File: src/rtl/cpu_pkg.sv
// Shared RV decode constants: instruction field positions and load funct3 encodings.
package cpu_pkg;

  localparam int RD_LSB  = 7;
  localparam int F3_LSB  = 12;
  localparam int RS1_LSB = 15;
  localparam int RS2_LSB = 20;

  localparam logic [2:0] F3_LB  = 3'b000;
  localparam logic [2:0] F3_LH  = 3'b001;
  localparam logic [2:0] F3_LW  = 3'b010;
  localparam logic [2:0] F3_LD  = 3'b011;
  localparam logic [2:0] F3_LBU = 3'b100;
  localparam logic [2:0] F3_LHU = 3'b101;
  localparam logic [2:0] F3_LWU = 3'b110;

endpackage

File: src/rtl/regfile_btn_ctrl_if.sv
// Core-side register file bus: decode input, write-back and the two read ports.
interface regfile_btn_ctrl_if #(
  parameter int XLEN = 32
);
  logic [31:0]     instr;
  logic            reg_write;
  logic            mem_to_reg;
  logic [XLEN-1:0] wr_data;
  logic [XLEN-1:0] rdata1;
  logic [XLEN-1:0] rdata2;

  modport master (
    output instr, reg_write, mem_to_reg, wr_data,
    input  rdata1, rdata2
  );

  modport slave (
    input  instr, reg_write, mem_to_reg, wr_data,
    output rdata1, rdata2
  );
endinterface

File: src/rtl/regfile_btn_ctrl_load_ext.sv
// Load-data sign/zero extension; transparent unless the write-back comes from memory.
module load_ext
  import cpu_pkg::*;
#(
  parameter int XLEN = 32
) (
  input  logic [2:0]      funct3,
  input  logic            mem_to_reg,
  input  logic [XLEN-1:0] data,
  output logic [XLEN-1:0] ext
);

  always_comb begin
    ext = data;
    if (mem_to_reg) begin
      unique case (funct3)
        F3_LB:   ext = XLEN'($signed(data[7:0]));
        F3_LH:   ext = XLEN'($signed(data[15:0]));
        F3_LW:   ext = XLEN'($signed(data[31:0]));
        F3_LBU:  ext = XLEN'(data[7:0]);
        F3_LHU:  ext = XLEN'(data[15:0]);
        F3_LWU:  ext = XLEN'(data[31:0]);
        default: ext = data;
      endcase
    end
  end

endmodule

File: src/rtl/regfile_btn_ctrl.sv
// Integer register file with load extension, write forwarding and sticky button flags
// mapped onto registers BTN_BASE..BTN_BASE+NBTN-1.
module regfile_btn_ctrl
  import cpu_pkg::*;
#(
  parameter int XLEN     = 32,
  parameter int NREG     = 32,
  parameter int NBTN     = 3,
  parameter int BTN_BASE = 21,
  parameter int BYPASS   = 1
) (
  input  logic                clk,
  input  logic                reset,
  regfile_btn_ctrl_if.slave   bus,
  input  logic [NBTN-1:0]     btn_in,
  output logic [NBTN-1:0]     btn_flags
);

  localparam int AW = $clog2(NREG);

  logic [AW-1:0]   rd, rs1, rs2;
  logic [2:0]      funct3;
  logic [XLEN-1:0] wr_ext;
  logic [XLEN-1:0] regs [NREG];
  logic [NBTN-1:0] rise;
  logic            wr_en;
  logic            unused_instr;

  assign rd     = bus.instr[RD_LSB  +: AW];
  assign rs1    = bus.instr[RS1_LSB +: AW];
  assign rs2    = bus.instr[RS2_LSB +: AW];
  assign funct3 = bus.instr[F3_LSB  +: 3];
  assign wr_en  = bus.reg_write && (rd != '0);
  assign unused_instr = ^bus.instr;

  load_ext #(.XLEN(XLEN)) u_load_ext (
    .funct3     (funct3),
    .mem_to_reg (bus.mem_to_reg),
    .data       (bus.wr_data),
    .ext        (wr_ext)
  );

  for (genvar g = 0; g < NBTN; g++) begin : g_btn
    logic s1, s2, s3;
    always_ff @(posedge clk or negedge reset) begin
      if (!reset) begin
        s1 <= 1'b0;
        s2 <= 1'b0;
        s3 <= 1'b0;
      end else begin
        s1 <= btn_in[g];
        s2 <= s1;
        s3 <= s2;
      end
    end
    assign rise[g] = s2 & ~s3;
  end

  // Button rises are applied after the software write so a same-cycle collision leaves the flag set.
  always_ff @(posedge clk or negedge reset) begin
    if (!reset) begin
      for (int i = 0; i < NREG; i++) regs[AW'(i)] <= '0;
    end else begin
      if (wr_en) regs[rd] <= wr_ext;
      for (int i = 0; i < NBTN; i++) begin
        if (rise[i]) regs[AW'(BTN_BASE + i)] <= XLEN'(1);
      end
    end
  end

  always_comb begin
    bus.rdata1 = '0;
    bus.rdata2 = '0;
    if (rs1 != '0) begin
      bus.rdata1 = (BYPASS != 0 && wr_en && rd == rs1) ? wr_ext : regs[rs1];
    end
    if (rs2 != '0) begin
      bus.rdata2 = (BYPASS != 0 && wr_en && rd == rs2) ? wr_ext : regs[rs2];
    end
  end

  always_comb begin
    btn_flags = '0;
    for (int i = 0; i < NBTN; i++) btn_flags[i] = regs[AW'(BTN_BASE + i)][0];
  end

endmodule

File: src/flat_wrapper.sv
// flat-port wrapper written by rule: the top's interface ports become plain ports
module regfile_btn_ctrl_flat import cpu_pkg::*;
#(
  parameter int XLEN     = 32,
  parameter int NREG     = 32,
  parameter int NBTN     = 3,
  parameter int BTN_BASE = 21,
  parameter int BYPASS   = 1
)
  (clk, reset, btn_in, btn_flags, bus_instr, bus_reg_write, bus_mem_to_reg, bus_wr_data, bus_rdata1, bus_rdata2);
  regfile_btn_ctrl_if #(.XLEN(XLEN)) bus_i ();
  input  logic clk;
  input  logic reset;
  input  logic [NBTN-1:0] btn_in;
  output logic [NBTN-1:0] btn_flags;
  input wire logic [$bits(bus_i.instr)-1:0] bus_instr;
  input wire logic [$bits(bus_i.reg_write)-1:0] bus_reg_write;
  input wire logic [$bits(bus_i.mem_to_reg)-1:0] bus_mem_to_reg;
  input wire logic [$bits(bus_i.wr_data)-1:0] bus_wr_data;
  output wire logic [$bits(bus_i.rdata1)-1:0] bus_rdata1;
  output wire logic [$bits(bus_i.rdata2)-1:0] bus_rdata2;
  assign bus_i.instr = bus_instr;
  assign bus_i.reg_write = bus_reg_write;
  assign bus_i.mem_to_reg = bus_mem_to_reg;
  assign bus_i.wr_data = bus_wr_data;
  assign bus_rdata1 = bus_i.rdata1;
  assign bus_rdata2 = bus_i.rdata2;
  regfile_btn_ctrl #(.XLEN(XLEN), .NREG(NREG), .NBTN(NBTN), .BTN_BASE(BTN_BASE), .BYPASS(BYPASS)) u_core (.clk(clk), .reset(reset), .bus(bus_i), .btn_in(btn_in), .btn_flags(btn_flags));
endmodule
File: config.mk
export PLATFORM = sky130hd
export DESIGN_NAME = regfile_btn_ctrl_flat
export DESIGN_NICKNAME = d
export VERILOG_FILES = /design/src/rtl/cpu_pkg.sv /design/src/rtl/regfile_btn_ctrl_if.sv /design/src/rtl/regfile_btn_ctrl_load_ext.sv /design/src/rtl/regfile_btn_ctrl.sv /design/src/flat_wrapper.sv
export SDC_FILE = /design/constraint.sdc
export NUM_CORES = 2
export LEC_CHECK = 0
export ABC_CLOCK_PERIOD_IN_PS = 6200
export CAP_MARGIN = 20
export CORE_MARGIN = 4
export CORE_UTILIZATION = 25
export DETAILED_ROUTE_END_ITERATION = 8
export PLACE_DENSITY_LB_ADDON = 0.08
export SYNTH_ARGS = -nofsm -noshare
export SYNTH_HDL_FRONTEND = slang
export SYNTH_HIERARCHICAL = 1
export SYNTH_SLANG_ARGS = --single-unit
File: constraint.sdc
create_clock -name clk -period 6.2 [get_ports clk]
set_clock_uncertainty 0.2 [all_clocks]
set_input_delay 0.93 -clock clk [delete_from_list [all_inputs] [get_ports clk]]
set_output_delay 0.93 -clock clk [all_outputs]
set_load 0.1 [all_outputs]
# Word level (Yosys, flattened, before mapping)
# Cells that the tools add are included.
[totals]
reg_bits = 1024
input_bits = 71
output_inout_bits = 67
[op_classes]
order_cmp = 4
eq_ne = 5
n_mux = 15
bitwise = 3
reduce_logical = 9
[op_table]
columns = ["cell", "count"]
rows = [
  ["bitwise mux 1024 bit", 1],
  ["binary-select mux 32 bit (select 5 bit)", 2],
  ["2-to-1 mux 32 bit", 10],
  ["demux 32 bit (select 5 bit)", 1],
  ["one-hot mux 32 bit (4 select lines)", 1],
  ["greater-or-equal comparator 6 bit (second input constant)", 3],
  ["NOT 5 -> 6 bit", 3],
  ["nonzero test 5 bit", 3],
  ["== test 5 bit", 2],
  ["== test 3 bit (second input constant)", 2],
  ["< comparator 6 x 1 -> 1 bit (second input constant)", 1],
  ["logical AND 1 bit", 4],
  ["== test 3 x 1 -> 1 bit (second input constant)", 1],
  ["zero test 3 bit", 1],
  ["AND reduction 2 bit", 1],
]

# Depth between registers and ports, before layout
[depth]
ltp_word = 6
ltp_mapped = 11
depth_no_buf = 6

# Cells and area by module
# Netlist, hierarchy kept.
[by_module_without_submodules]
columns = ["module", "instances", "cells_per_inst", "area_per_inst_um2"]
rows = [
  ["regfile_btn_ctrl", 1, 3396, 52252.6],
  ["load_ext", 1, 51, 364.1],
]

# Least setup slack after synthesis
# OpenSTA, ideal clock, no wires.
[synth_path]
path_kind = "input to output"
start = "in bus_instr[20]"
end = "out bus_rdata2[8]"
arrival_time_ns = 5.600
t_required_ns = 5.070
setup_slack_ns = -0.530
cell_stages = 9
n_path_buf = 4
cell_sequence = "buf_4 > buf_6 > buf_8 > buf_6 > mux2i_1 > a221oi_1 > o21a_1 > a21oi_1 > o311ai_0"
[synth_between]
elab_chain_cells = 6
word_cells_on_any_way = 9
[synth_lines]
columns = ["element", "line", "rtl"]
rows = [
  ["start, declared", "flat_wrapper.sv:16", "input wire logic [$bits(bus_i.instr)-1:0] bus_instr;"],
  ["NOT 5 -> 6 bit (implied by the code)", "regfile_btn_ctrl.sv:78", "bus.rdata2 = (BYPASS != 0 && wr_en && rd == rs2) ? wr_ext : regs[rs2];"],
  ["binary-select mux 32 bit (select 5 bit)", "regfile_btn_ctrl.sv:78", ""],
  ["2-to-1 mux 32 bit (implied by the code) (2 in a row)", "regfile_btn_ctrl.sv:78", ""],
  ["2-to-1 mux 32 bit", "regfile_btn_ctrl.sv:78", ""],
  ["2-to-1 mux 32 bit *", "regfile_btn_ctrl.sv:77", "if (rs2 != '0) begin"],
  ["end, declared", "flat_wrapper.sv:21", "output wire logic [$bits(bus_i.rdata2)-1:0] bus_rdata2;"],
]
# Every way passes the cells marked *; elsewhere a longest branch is shown, timed or not. The select of a mux whose other input is x is not followed.

# Worst setup path after layout
[layout_path]
start = "in bus_instr[7]"
end = "out bus_rdata1[30]"
[layout_between]
elab_chain_cells = 5
word_cells_on_any_way = 6
[layout_lines]
columns = ["element", "line", "rtl"]
rows = [
  ["nonzero test 5 bit", "regfile_btn_ctrl.sv:33", "assign wr_en = bus.reg_write && (rd != '0);"],
  ["logical AND 1 bit", "regfile_btn_ctrl.sv:33", ""],
  ["logical AND 1 bit *", "regfile_btn_ctrl.sv:75", "bus.rdata1 = (BYPASS != 0 && wr_en && rd == rs1) ? wr_ext : regs[rs1];"],
  ["2-to-1 mux 32 bit *", "regfile_btn_ctrl.sv:75", ""],
  ["2-to-1 mux 32 bit *", "regfile_btn_ctrl.sv:74", "if (rs1 != '0) begin"],
  ["end, declared", "flat_wrapper.sv:20", "output wire logic [$bits(bus_i.rdata1)-1:0] bus_rdata1;"],
]
# Every way passes the cells marked *; elsewhere a longest branch is shown, timed or not.

==> results_dict.tcl <==
set metrics [dict create \
    status "finished clean" \
    crit_path_end_kind "primary output" \
    die_x_um 466.8 \
    antenna_found_initial 18 \
    synthArstFlopShare 0.5000 \
    htree_levels 4 \
    nets 3649 \
    syn_area_um2 52620 \
    cp_cell_sequence "clkdlybuf4s50_1 > xnor2_1 > nand4_1 > o21ai_4 > a211oi_1 > buf_4 > a21oi_1 > o21ai_0 > buf_12" \
    grt_first_pass_wirelength_um 311700 \
    postCtsResizedCells 0 \
    die_h_um 466.8 \
    routed_wl_um 228800 \
    cp.required_ps 5070 \
    ys_seq_area_frac 0.5357 \
    synthCells 3447 \
    port-buffer-count 117 \
    synth-edff-count 512 \
    ys_seq_elements 1024 \
    relSlewSlack 0.3026 \
    drv_cap 0 \
    crit_path_max_incr_delay_ps 820 \
    dieArea_um2 217900 \
    route.detailed.drc 0 \
    overflow 0 \
    clockBufferDepth 3 \
    drive_above_1_share 0.3912 \
    first_pass_iters 9 \
    vias_per_cell 5.216 \
    top_register "u_core/regs" \
    routed.top_layer "met4" \
    startpoint_type "primary input" \
    drtIter0Drc 2608 \
    first_global_vias 35080 \
    synth_ff_type "edfxtp_1" \
    final_util 0.2988 \
    largest_reg_flops 1024 \
    syn2layout_area_growth_pct 19.00 \
    drv_slew 0 \
    yosysTopAreaCell "edfxtp_1" \
    start_util 0.2511 \
    layout_min_cycle_time_ps 5576 \
    clk_pin_slew_worst_paths_ps 60 \
    fp.coreArea_um2 209600 \
    rsz0062_at_grt "no" \
    numCtsBuffers 133 \
    track_usage 0.2077 \
    fill_cells 20840 \
    ys_warn_count 6 \
    critPathKind "primary input to primary output" \
    io_pins 138 \
    finalSetupViolCount 0 \
    finalSetupTns_ps 0 \
    clk_latency_ps 780 \
    rows 168 \
    met1_length_um 103900 \
    largestRegisters "u_core/regs (1024)" \
    ir_worst_vdd_uv 262.6 \
    synth_cell_type_count 67 \
    tightest_slew_ps 1046 \
    synth.area.top_cells "edfxtp_1 (29%), dfrtp_1 (24%), mux4_2 (15%)" \
    ant_nets 0 \
    grt_start_max_net_pins 122 \
    power_density_nw_per_um2 308.1 \
    routedWlPerCell_um 35.22 \
    cts-root-buf "clkbuf_16" \
    fin_crit_sh 0.8993 \
    vias 33880 \
    synth_area_per_cell_um2 15.26 \
    worstPathArrival_ps 4450 \
    wl_met3_um 9510 \
    hold_class "flop to flop" \
    wl_met2_um 109900 \
    finalHoldViolations 0 \
    slowest_stage "clkdlybuf4s50_1" \
    cts.sinks 1024 \
    hpwl_um 143800 \
    yosys.area.top_type_share 0.2922 \
    critPathMaxFanout 10 \
    fmax_mhz 179.3 \
    gp_congestion 0.7551 \
    p_leak_uw 0.02379 \
    cts_tree "yes" \
]
-- area by class of cell --
type	count	area, um^2	share of cell area
clock buffers	194	3764	0.06011
clock inverters	49	397.9	0.006355
diodes	4	10.01	0.0001599
flip-flops and latches	1024	28190	0.4502
well taps	2805	3510	0.05605
repair buffers	344	3894	0.06219
inverters	8	30.03	0.0004796
multi-input cells	2067	22820	0.3645
-- where the power goes --
part | switching, uW | internal, uW | total (uW)
sequential | 450 | 7800 | 8250
clock | 3120 | 4390 | 7510
combinational | 1970 | 1560 | 3530
-- metrics by stage --
step	worst slack [ps]	hold slack (ps)	area (um^2)	std cells	power, uW
floorplan	650.5	241.3	52620	3449	10540
global placement	702.8	176.6	58400	6246	11910
detailed placement	703.4	182.3	58430	6247	11930
CTS	704.1	196.5	62600	6491	19560
global route	657.5	201.3	62610	6493	20080
finish	624.1	191.5	62610	6495	19290
-- synth_stat cells (17+ instances only) --
cell type    n
buf_1       45
buf_4       47
a221o_1     36
o22ai_1     33
mux2_2     510
buf_2       65
mux4_2     361
dfrtp_1    512
nand2_1    110
a211oi_1    40
edfxtp_1   512
nor3_1      56
a31oi_1     28
nor2b_1     34
nor2_1      91
o211ai_1    17
a21oi_1     93
clkbuf_1   157
a221oi_1    22
a22oi_1     68
mux2i_1    316
o21ai_0     79
buf_6       23
-- critical path, delay by kind of cell --
kind | cells | cell delay, ps
AO/OA/AOI/OAI | 4 | 1770
AND/OR/NAND/NOR | 1 | 250
XOR/XNOR | 1 | 180
buffers and inverters | 3 | 1280
-- per-layer routing --
| layer | global-route usage | up-vias |
|---|---|---|
| li1 | - | 13970 |
| met1 | 0.2878 | 18820 |
| met2 | 0.3430 | 858 |
| met3 | 0.02851 | 233 |
| met4 | 0.05094 | 0 |
| met5 | 0 | - |
-- what timing repair did --
item / 4_1_cts / 5_1_grt
setup endpoints to repair: 0 / 0
hold endpoints to repair: 43 / 0
hold buffers: 1 / 0
buffers inserted: 0 / 0
-- path summary, 6_finish.rpt --
kind                       cells past startpoint  slack [ps]        startpoint               end
setup / recovery                               9         620      bus_instr[7]    bus_rdata1[30]
hold / removal                                 0         190  u_core/regs[993]  u_core/regs[993]
setup reg to reg                               1        5200  u_core/regs[732]  u_core/regs[732]
hold reg to reg                                0         190  u_core/regs[993]  u_core/regs[993]
max in group asynchronous                      4        3210             reset  u_core/regs[805]
min in group asynchronous                      2         450             reset  u_core/regs[881]
-- cell families (layout without fill, tap and decap cells) --
group,count (synthesis),count (layout),share of synthesized area
DFF,1024,1024,0.5357
xor gates and xnor gates,10,10,0.001665
other,1,7,0.00007127
buffers and inverters,358,595,0.03698
muxes,1194,1194,0.3273
and+or+nand+nor,374,374,0.03465
AOI/OAI and AO/OA,486,486,0.06366
-- layout by cell type (no fill, tap or decap), types with 7 or more instances in the layout --
cell type        count
a2111oi_0            7
a211oi_1            40
a21o_2              15
a21oi_1             93
a221o_1             36
a221oi_1            22
a22oi_1             68
a31oi_1             28
buf_12              91
buf_4              200
clkbuf_1            46
clkbuf_16          138
clkbuf_8            12
clkdlybuf4s50_1     42
clkinv_1            13
clkinv_2            18
dfrtp_1            512
edfxtp_1           512
inv_6                8
mux2_2             510
mux2i_1            316
mux4_1               7
mux4_2             361
nand2_1             99
nand2_4             11
nand2b_1            15
nand3_1             15
nand4_1              9
nor2_1              71
nor2_4              19
nor2b_1             30
nor3_1              52
nor3b_1             11
o211ai_1            17
o21ai_0             78
o21ai_1              8
o22ai_1             33
xnor2_1              8
(Power assumes the default switching activity.)
